`src/rtl/fwd_pkg.sv`:
```
// Shared select encodings, stage-record type and tag-match helper for the
// forwarding / hazard unit.
package fwd_pkg;

  localparam logic [1:0] FWD_RF    = 2'd0;
  localparam logic [1:0] FWD_EXMEM = 2'd1;
  localparam logic [1:0] FWD_MEMWB = 2'd2;

  localparam int STORE_SRC  = 1;
  // Records carry tags at this fixed width so one struct serves every REG_AW.
  localparam int MAX_REG_AW = 8;

  typedef struct packed {
    logic                  valid;
    logic [MAX_REG_AW-1:0] dst;
    logic                  regWrite;
    logic                  isLoad;
  } stageRec_t;

  function automatic logic recMatch(input stageRec_t rec,
                                    input logic [MAX_REG_AW-1:0] src,
                                    input logic zeroRegEn);
    return rec.valid & rec.regWrite & (rec.dst == src) &
           (~zeroRegEn | (rec.dst != '0));
  endfunction

endpackage

```
`src/rtl/fwd_src_match.sv`:
```
// Per-source resolution: EX/MEM select, load-use hazard, or load-to-store
// data forward deferred to the MEM stage.
module fwd_src_match
  import fwd_pkg::*;
#(
  parameter int REG_AW       = 4,
  parameter bit ZERO_REG_EN  = 1'b1,
  parameter bit IS_STORE_SRC = 1'b0
) (
  input  logic [REG_AW-1:0] src,
  input  logic              srcActive,
  input  logic              idIsStore,
  input  stageRec_t         exRec,
  input  stageRec_t         memRec,
  output logic [1:0]        sel,
  output logic              hazard,
  output logic              storeFwd
);

  logic [MAX_REG_AW-1:0] srcExt;
  logic                  exHit;
  logic                  memHit;

  assign srcExt = MAX_REG_AW'(src);
  assign exHit  = srcActive & recMatch(exRec, srcExt, ZERO_REG_EN);
  assign memHit = srcActive & recMatch(memRec, srcExt, ZERO_REG_EN);

  always_comb begin
    sel      = FWD_RF;
    hazard   = 1'b0;
    storeFwd = 1'b0;
    if (exHit) begin
      if (!exRec.isLoad) begin
        sel = FWD_EXMEM;
      end else if (IS_STORE_SRC && idIsStore) begin
        // Store data is only needed in MEM, by which time the load is in WB.
        storeFwd = 1'b1;
      end else begin
        hazard = 1'b1;
      end
    end else if (memHit) begin
      sel = FWD_MEMWB;
    end
  end

endmodule

```
`src/rtl/fwd_hazard_unit.sv`:
```
// Stateful forwarding and hazard unit: tracks EX/MEM/WB destination tags,
// registers operand selects, inserts load-use bubbles and counts stalls.
module fwd_hazard_unit
  import fwd_pkg::*;
#(
  parameter int REG_AW      = 4,
  parameter int NUM_SRC     = 2,
  parameter bit ZERO_REG_EN = 1'b1,
  parameter int CNT_W       = 16
) (
  input  logic                      clk,
  input  logic                      rst_n,
  input  logic                      id_valid,
  input  logic [NUM_SRC*REG_AW-1:0] id_src,
  input  logic [NUM_SRC-1:0]        id_src_used,
  input  logic [REG_AW-1:0]         id_dst,
  input  logic                      id_reg_write,
  input  logic                      id_is_load,
  input  logic                      id_is_store,
  input  logic                      mem_busy,
  output logic                      stall_id,
  output logic                      freeze,
  output logic [2*NUM_SRC-1:0]      ex_fwd_sel,
  output logic                      mem_store_fwd,
  output logic [CNT_W-1:0]          stall_cnt
);

  stageRec_t exRec;
  stageRec_t memRec;
  stageRec_t wbRec;
  stageRec_t idRec;

  logic [2*NUM_SRC-1:0] selVec;
  logic [NUM_SRC-1:0]   hazardVec;
  logic [NUM_SRC-1:0]   storeVec;
  logic                 exStoreFlag;

  assign idRec = '{valid: id_valid, dst: MAX_REG_AW'(id_dst),
                   regWrite: id_reg_write, isLoad: id_is_load};

  genvar gi;
  generate
    for (gi = 0; gi < NUM_SRC; gi++) begin : gSrc
      fwd_src_match #(
        .REG_AW      (REG_AW),
        .ZERO_REG_EN (ZERO_REG_EN),
        .IS_STORE_SRC(gi == STORE_SRC)
      ) uMatch (
        .src      (id_src[gi*REG_AW +: REG_AW]),
        .srcActive(id_valid & id_src_used[gi]),
        .idIsStore(id_is_store),
        .exRec    (exRec),
        .memRec   (memRec),
        .sel      (selVec[2*gi +: 2]),
        .hazard   (hazardVec[gi]),
        .storeFwd (storeVec[gi])
      );
    end
  endgenerate

  assign freeze   = mem_busy;
  assign stall_id = (|hazardVec) & ~mem_busy;

  always_ff @(posedge clk or negedge rst_n) begin
    if (!rst_n) begin
      exRec         <= '0;
      memRec        <= '0;
      wbRec         <= '0;
      ex_fwd_sel    <= '0;
      exStoreFlag   <= 1'b0;
      mem_store_fwd <= 1'b0;
      stall_cnt     <= '0;
    end else begin
      if (!mem_busy) begin
        memRec        <= exRec;
        wbRec         <= memRec;
        mem_store_fwd <= exStoreFlag;
        if (stall_id) begin
          exRec       <= '0;
          ex_fwd_sel  <= '0;
          exStoreFlag <= 1'b0;
        end else begin
          exRec       <= idRec;
          ex_fwd_sel  <= selVec;
          exStoreFlag <= |storeVec;
        end
      end
      if ((stall_id | freeze) && (stall_cnt != {CNT_W{1'b1}})) begin
        stall_cnt <= stall_cnt + 1'b1;
      end
    end
  end

endmodule

```
`config.mk`:
```
export PLATFORM = sky130hd
export DESIGN_NAME = fwd_hazard_unit
export DESIGN_NICKNAME = d
export VERILOG_FILES = /design/src/rtl/fwd_pkg.sv /design/src/rtl/fwd_src_match.sv /design/src/rtl/fwd_hazard_unit.sv
export SDC_FILE = /design/constraint.sdc
export NUM_CORES = 1
export LEC_CHECK = 0
export CAP_MARGIN = 10
export CORE_MARGIN = 5
export CORE_UTILIZATION = 50
export CTS_BUF_LIST = sky130_fd_sc_hd__clkbuf_8 sky130_fd_sc_hd__clkbuf_16
export DETAILED_ROUTE_END_ITERATION = 6
export PLACE_DENSITY_LB_ADDON = 0.25
export SYNTH_ARGS = -nofsm -noshare
export SYNTH_HDL_FRONTEND = slang
export SYNTH_SLANG_ARGS = --single-unit
```
`constraint.sdc`:
```
create_clock -name clk -period 2.44 [get_ports clk]
set_input_delay 0.488 -clock clk [delete_from_list [all_inputs] [get_ports clk]]
set_output_delay 0.488 -clock clk [all_outputs]
set_load 0.1 [all_outputs]
```
==> results_dict.tcl <==
set metrics [dict create \
    place_worst_setup_slack_ns -0.0821 \
    worst_ir_drop_vdd_uv 1080 \
    ys_top_cells_by_area "sky130_fd_sc_hd__dfrtp_1 44%, sky130_fd_sc_hd__xor2_1 9.8%, sky130_fd_sc_hd__a2111oi_2 4.6%" \
    placed_area_um2 2540 \
    grt_max_degree 36 \
    num_antenna_cells 0 \
    vias 1544 \
    synth_area_leader_cell "sky130_fd_sc_hd__dfrtp_1" \
    setup_slack_ns 0.0646 \
    post-dp-hpwl_um 3520 \
    port_buffers 43 \
    setup_viol_count_final 0 \
    wire_length_of_the_first_global_routing_pass_um 7920 \
    timing_worst_slew_pin_value_ns 0.443 \
    outcome "finished clean" \
    cts.htree.levels 2 \
    initial_core_util_pct 52.8 \
    synthXorXnorAreaFrac_pct 12.9 \
    clkLatencyLatePin_ns 0.29 \
    worstPathArrival_ns 1.89 \
    numPlacedInstances 267 \
    layout.cell_area.non_filler_um2 2670 \
    route.detailed.wl_per_inst_um 16.9 \
    post-route-drc-count 0 \
    gr-total-overflow 0 \
    drtPass1Iterations 4 \
    die-area_um2 5310 \
    multiplexer_area_fraction_after_synthesis_pct 6.08 \
    worst_setup_hold_path_clk_slew_ns 0.07 \
    hold_path_class "flop to flop" \
    antenna_violations_before_repair 0 \
    power_mw 2.30 \
    yosys_register_bits 35 \
    leakagePower_nw 1.17 \
    coreArea_um2 3740 \
    cp-end-kind "primary output" \
    final_period_minus_worst_setup_slack_ns 2.38 \
    syn_area_per_cell_um2 12.0 \
    synth_top_area_share_pct 44.3 \
    post-route-period-util_pct 97.4 \
    yosys.cell_types.count 40 \
    timing_max_transition_violations_final 0 \
    mappedNetlistNets 187 \
    first_iter_violations 118 \
    multi_input_comb_area_um2 1060 \
    synth_ff_type "sky130_fd_sc_hd__dfrtp_1" \
    maxCapViolCount 0 \
    flow.area_growth_from_synthesis_pct 34.9 \
    critPathLaunchType "input port" \
    cts_tree "done" \
    chipHeight_um 72.9 \
    first_global_vias 1644 \
    hold_violations 0 \
    power-per-cell-area_nw_per_um2 862 \
    dieWidth_um 72.9 \
    required_ns 1.95 \
    finalCoreUtilization_pct 71.2 \
    cts_made_buffers 5 \
    nFillCells 284 \
    finalHoldWorstSlack_ns 0.492 \
    crit_type "input port to primary output" \
    synth-adder-area-share_pct 0.633 \
    wirelength_um 4690 \
    cts_num_sinks 35 \
    skew_ns 0.00442 \
    clk_root_buffer_cell "sky130_fd_sc_hd__clkbuf_8" \
    synth.yosys.warnings 0 \
    max-clock-path-buffers 2 \
    totalNegativeSetupSlack_ns 0 \
    core.rowCount 22 \
    boundaryPins 44 \
    synth-async-reset-ratio_pct 100 \
    synth-seq-area-share_pct 44.3 \
    postSynthCellCount 165 \
    post_drt_via_cell_ratio 5.57 \
    final_net_count 250 \
    path_max_fanout 3 \
    grt.total_usage_pct 19.3 \
    synth_top_family_by_area "compound AO/OA/AOI/OAI gates" \
    timing.max_slew.rel_slack_pct 70.4 \
    final_layout_size_suffix_gt1_share_pct 39.3 \
    syn_area_um2 1980 \
    detail-route-antenna-nets 0 \
    max_freq_ghz 0.421 \
    synthSimpleGateAreaFrac_pct 15.8 \
    cts_hold_buf 0 \
    synth_compound_gate_area_share_pct 17.4 \
    finalNonFillerCells 277 \
    synth_enable_flop_cells 0 \
    gp_routability_congestion 0.856 \
    seq_area_um2 880 \
]
[cells in the final DEF (no fill, tap or decap), types with 2 or more instances in the layout]
cell / netlist / routed
sky130_fd_sc_hd__clkbuf_8: 0 / 5
sky130_fd_sc_hd__xnor2_1: 7 / 7
sky130_fd_sc_hd__mux2_4: 2 / 2
sky130_fd_sc_hd__mux2_2: 7 / 7
sky130_fd_sc_hd__a2111oi_2: 6 / 6
sky130_fd_sc_hd__nor3_2: 2 / 2
sky130_fd_sc_hd__nand4_1: 4 / 4
sky130_fd_sc_hd__and2_1: 2 / 2
sky130_fd_sc_hd__xor2_1: 22 / 21
sky130_fd_sc_hd__buf_4: 2 / 40
sky130_fd_sc_hd__inv_1: 3 / 4
sky130_fd_sc_hd__nor4_1: 2 / 2
sky130_fd_sc_hd__dfrtp_1: 35 / 32
sky130_fd_sc_hd__nor2_1: 2 / 2
sky130_fd_sc_hd__o31ai_1: 3 / 3
sky130_fd_sc_hd__a22o_1: 6 / 6
sky130_fd_sc_hd__dfrtp_2: 0 / 3
sky130_fd_sc_hd__dlygate4sd2_1: 0 / 2
sky130_fd_sc_hd__dlymetal6s2s_1: 0 / 4
sky130_fd_sc_hd__buf_12: 0 / 3
sky130_fd_sc_hd__nand2_1: 14 / 13
sky130_fd_sc_hd__o21ai_0: 4 / 3
sky130_fd_sc_hd__and4_1: 2 / 2
sky130_fd_sc_hd__a211oi_2: 7 / 7
sky130_fd_sc_hd__nand3_1: 10 / 10
sky130_fd_sc_hd__clkdlybuf4s50_1: 0 / 14
[synthesized netlist by cell type (2+ instances only)]
cell	instances
sky130_fd_sc_hd__clkbuf_1	3
sky130_fd_sc_hd__and2_1	2
sky130_fd_sc_hd__o21ai_0	4
sky130_fd_sc_hd__inv_1	3
sky130_fd_sc_hd__dfrtp_1	35
sky130_fd_sc_hd__and3_1	2
sky130_fd_sc_hd__nand2_1	14
sky130_fd_sc_hd__nand4_1	4
sky130_fd_sc_hd__o31ai_1	3
sky130_fd_sc_hd__and4_1	2
sky130_fd_sc_hd__mux2_4	2
sky130_fd_sc_hd__mux2_2	7
sky130_fd_sc_hd__nor3_2	2
sky130_fd_sc_hd__a211oi_2	7
sky130_fd_sc_hd__nand3_1	10
sky130_fd_sc_hd__a22o_1	6
sky130_fd_sc_hd__xor2_1	22
sky130_fd_sc_hd__xnor2_1	7
sky130_fd_sc_hd__a2111oi_2	6
sky130_fd_sc_hd__nor2_1	2
sky130_fd_sc_hd__buf_4	2
sky130_fd_sc_hd__nor4_1	2
[routing by layer]
layer  part of all wire, %  vias up  track usage [%]
met5                     0        -                0
met2                    50       56             31.7
met3                   6.6        8             5.79
li1                      -      736                -
met4                   1.3        0             6.97
met1                    42      744             24.0
[worst max-delay path, cell delays in order]
cell and delay, ns:
sky130_fd_sc_hd__clkdlybuf4s50_1 0.52, sky130_fd_sc_hd__nand2_2 0.11, sky130_fd_sc_hd__nor2_1 0.11, sky130_fd_sc_hd__nand3_1 0.12, sky130_fd_sc_hd__o21ai_1 0.16, sky130_fd_sc_hd__and3_4 0.21
sky130_fd_sc_hd__buf_12 0.17
[power breakdown]
part           switching, mW  internal [mW]
Clock                  0.215          0.195
Combinational          0.769          0.286
Sequential             0.146          0.684
[worst paths after layout]
kind,startpoint,to,slack [ns],cells past startpoint
setup / recovery,id_valid,stall_id,0.06,7
max in group asynchronous,rst_n,exRec[5],1.49,2
hold / removal,ex_fwd_sel[2],ex_fwd_sel[2],0.49,2
setup reg to reg,exRec[3],stall_cnt[10],0.29,8
min in group asynchronous,rst_n,stall_cnt[1],0.61,2
hold reg to reg,ex_fwd_sel[2],ex_fwd_sel[2],0.49,2
[cell families after synthesis]
kind of cell | Yosys count
AOI/OAI and AO/OA | 31
xor gates and xnor gates | 29
adders and majority gates | 1
buffers and inverters | 11
DFF | 35
muxes | 10
and+or+nand+nor | 48
[timing repair]
item / CTS / global route
buffers inserted: 1 / 1
cloned: 0 / 0
setup endpoints to repair: 1 / 1
pin swaps: 3 / 6
gates resized for setup: 4 / 7
[layout make-up]
cell class	instances	share of cell area (%)
flip-flops and latches	35	33.0
multi-input cells	119	39.7
clock inverters	3	0.610
inverters	4	0.563
clock buffers	5	2.58
well taps	48	2.25
repair buffers	63	21.3
[flip-flops by register name, indices dropped and copies added, names as in the netlist]
register       flops
ex_fwd_sel         4
stall_cnt         16
mem_store_fwd      1
exRec              7
memRec             6
exStoreFlag        1
Note: power is estimated with default switching activity, not from simulation.
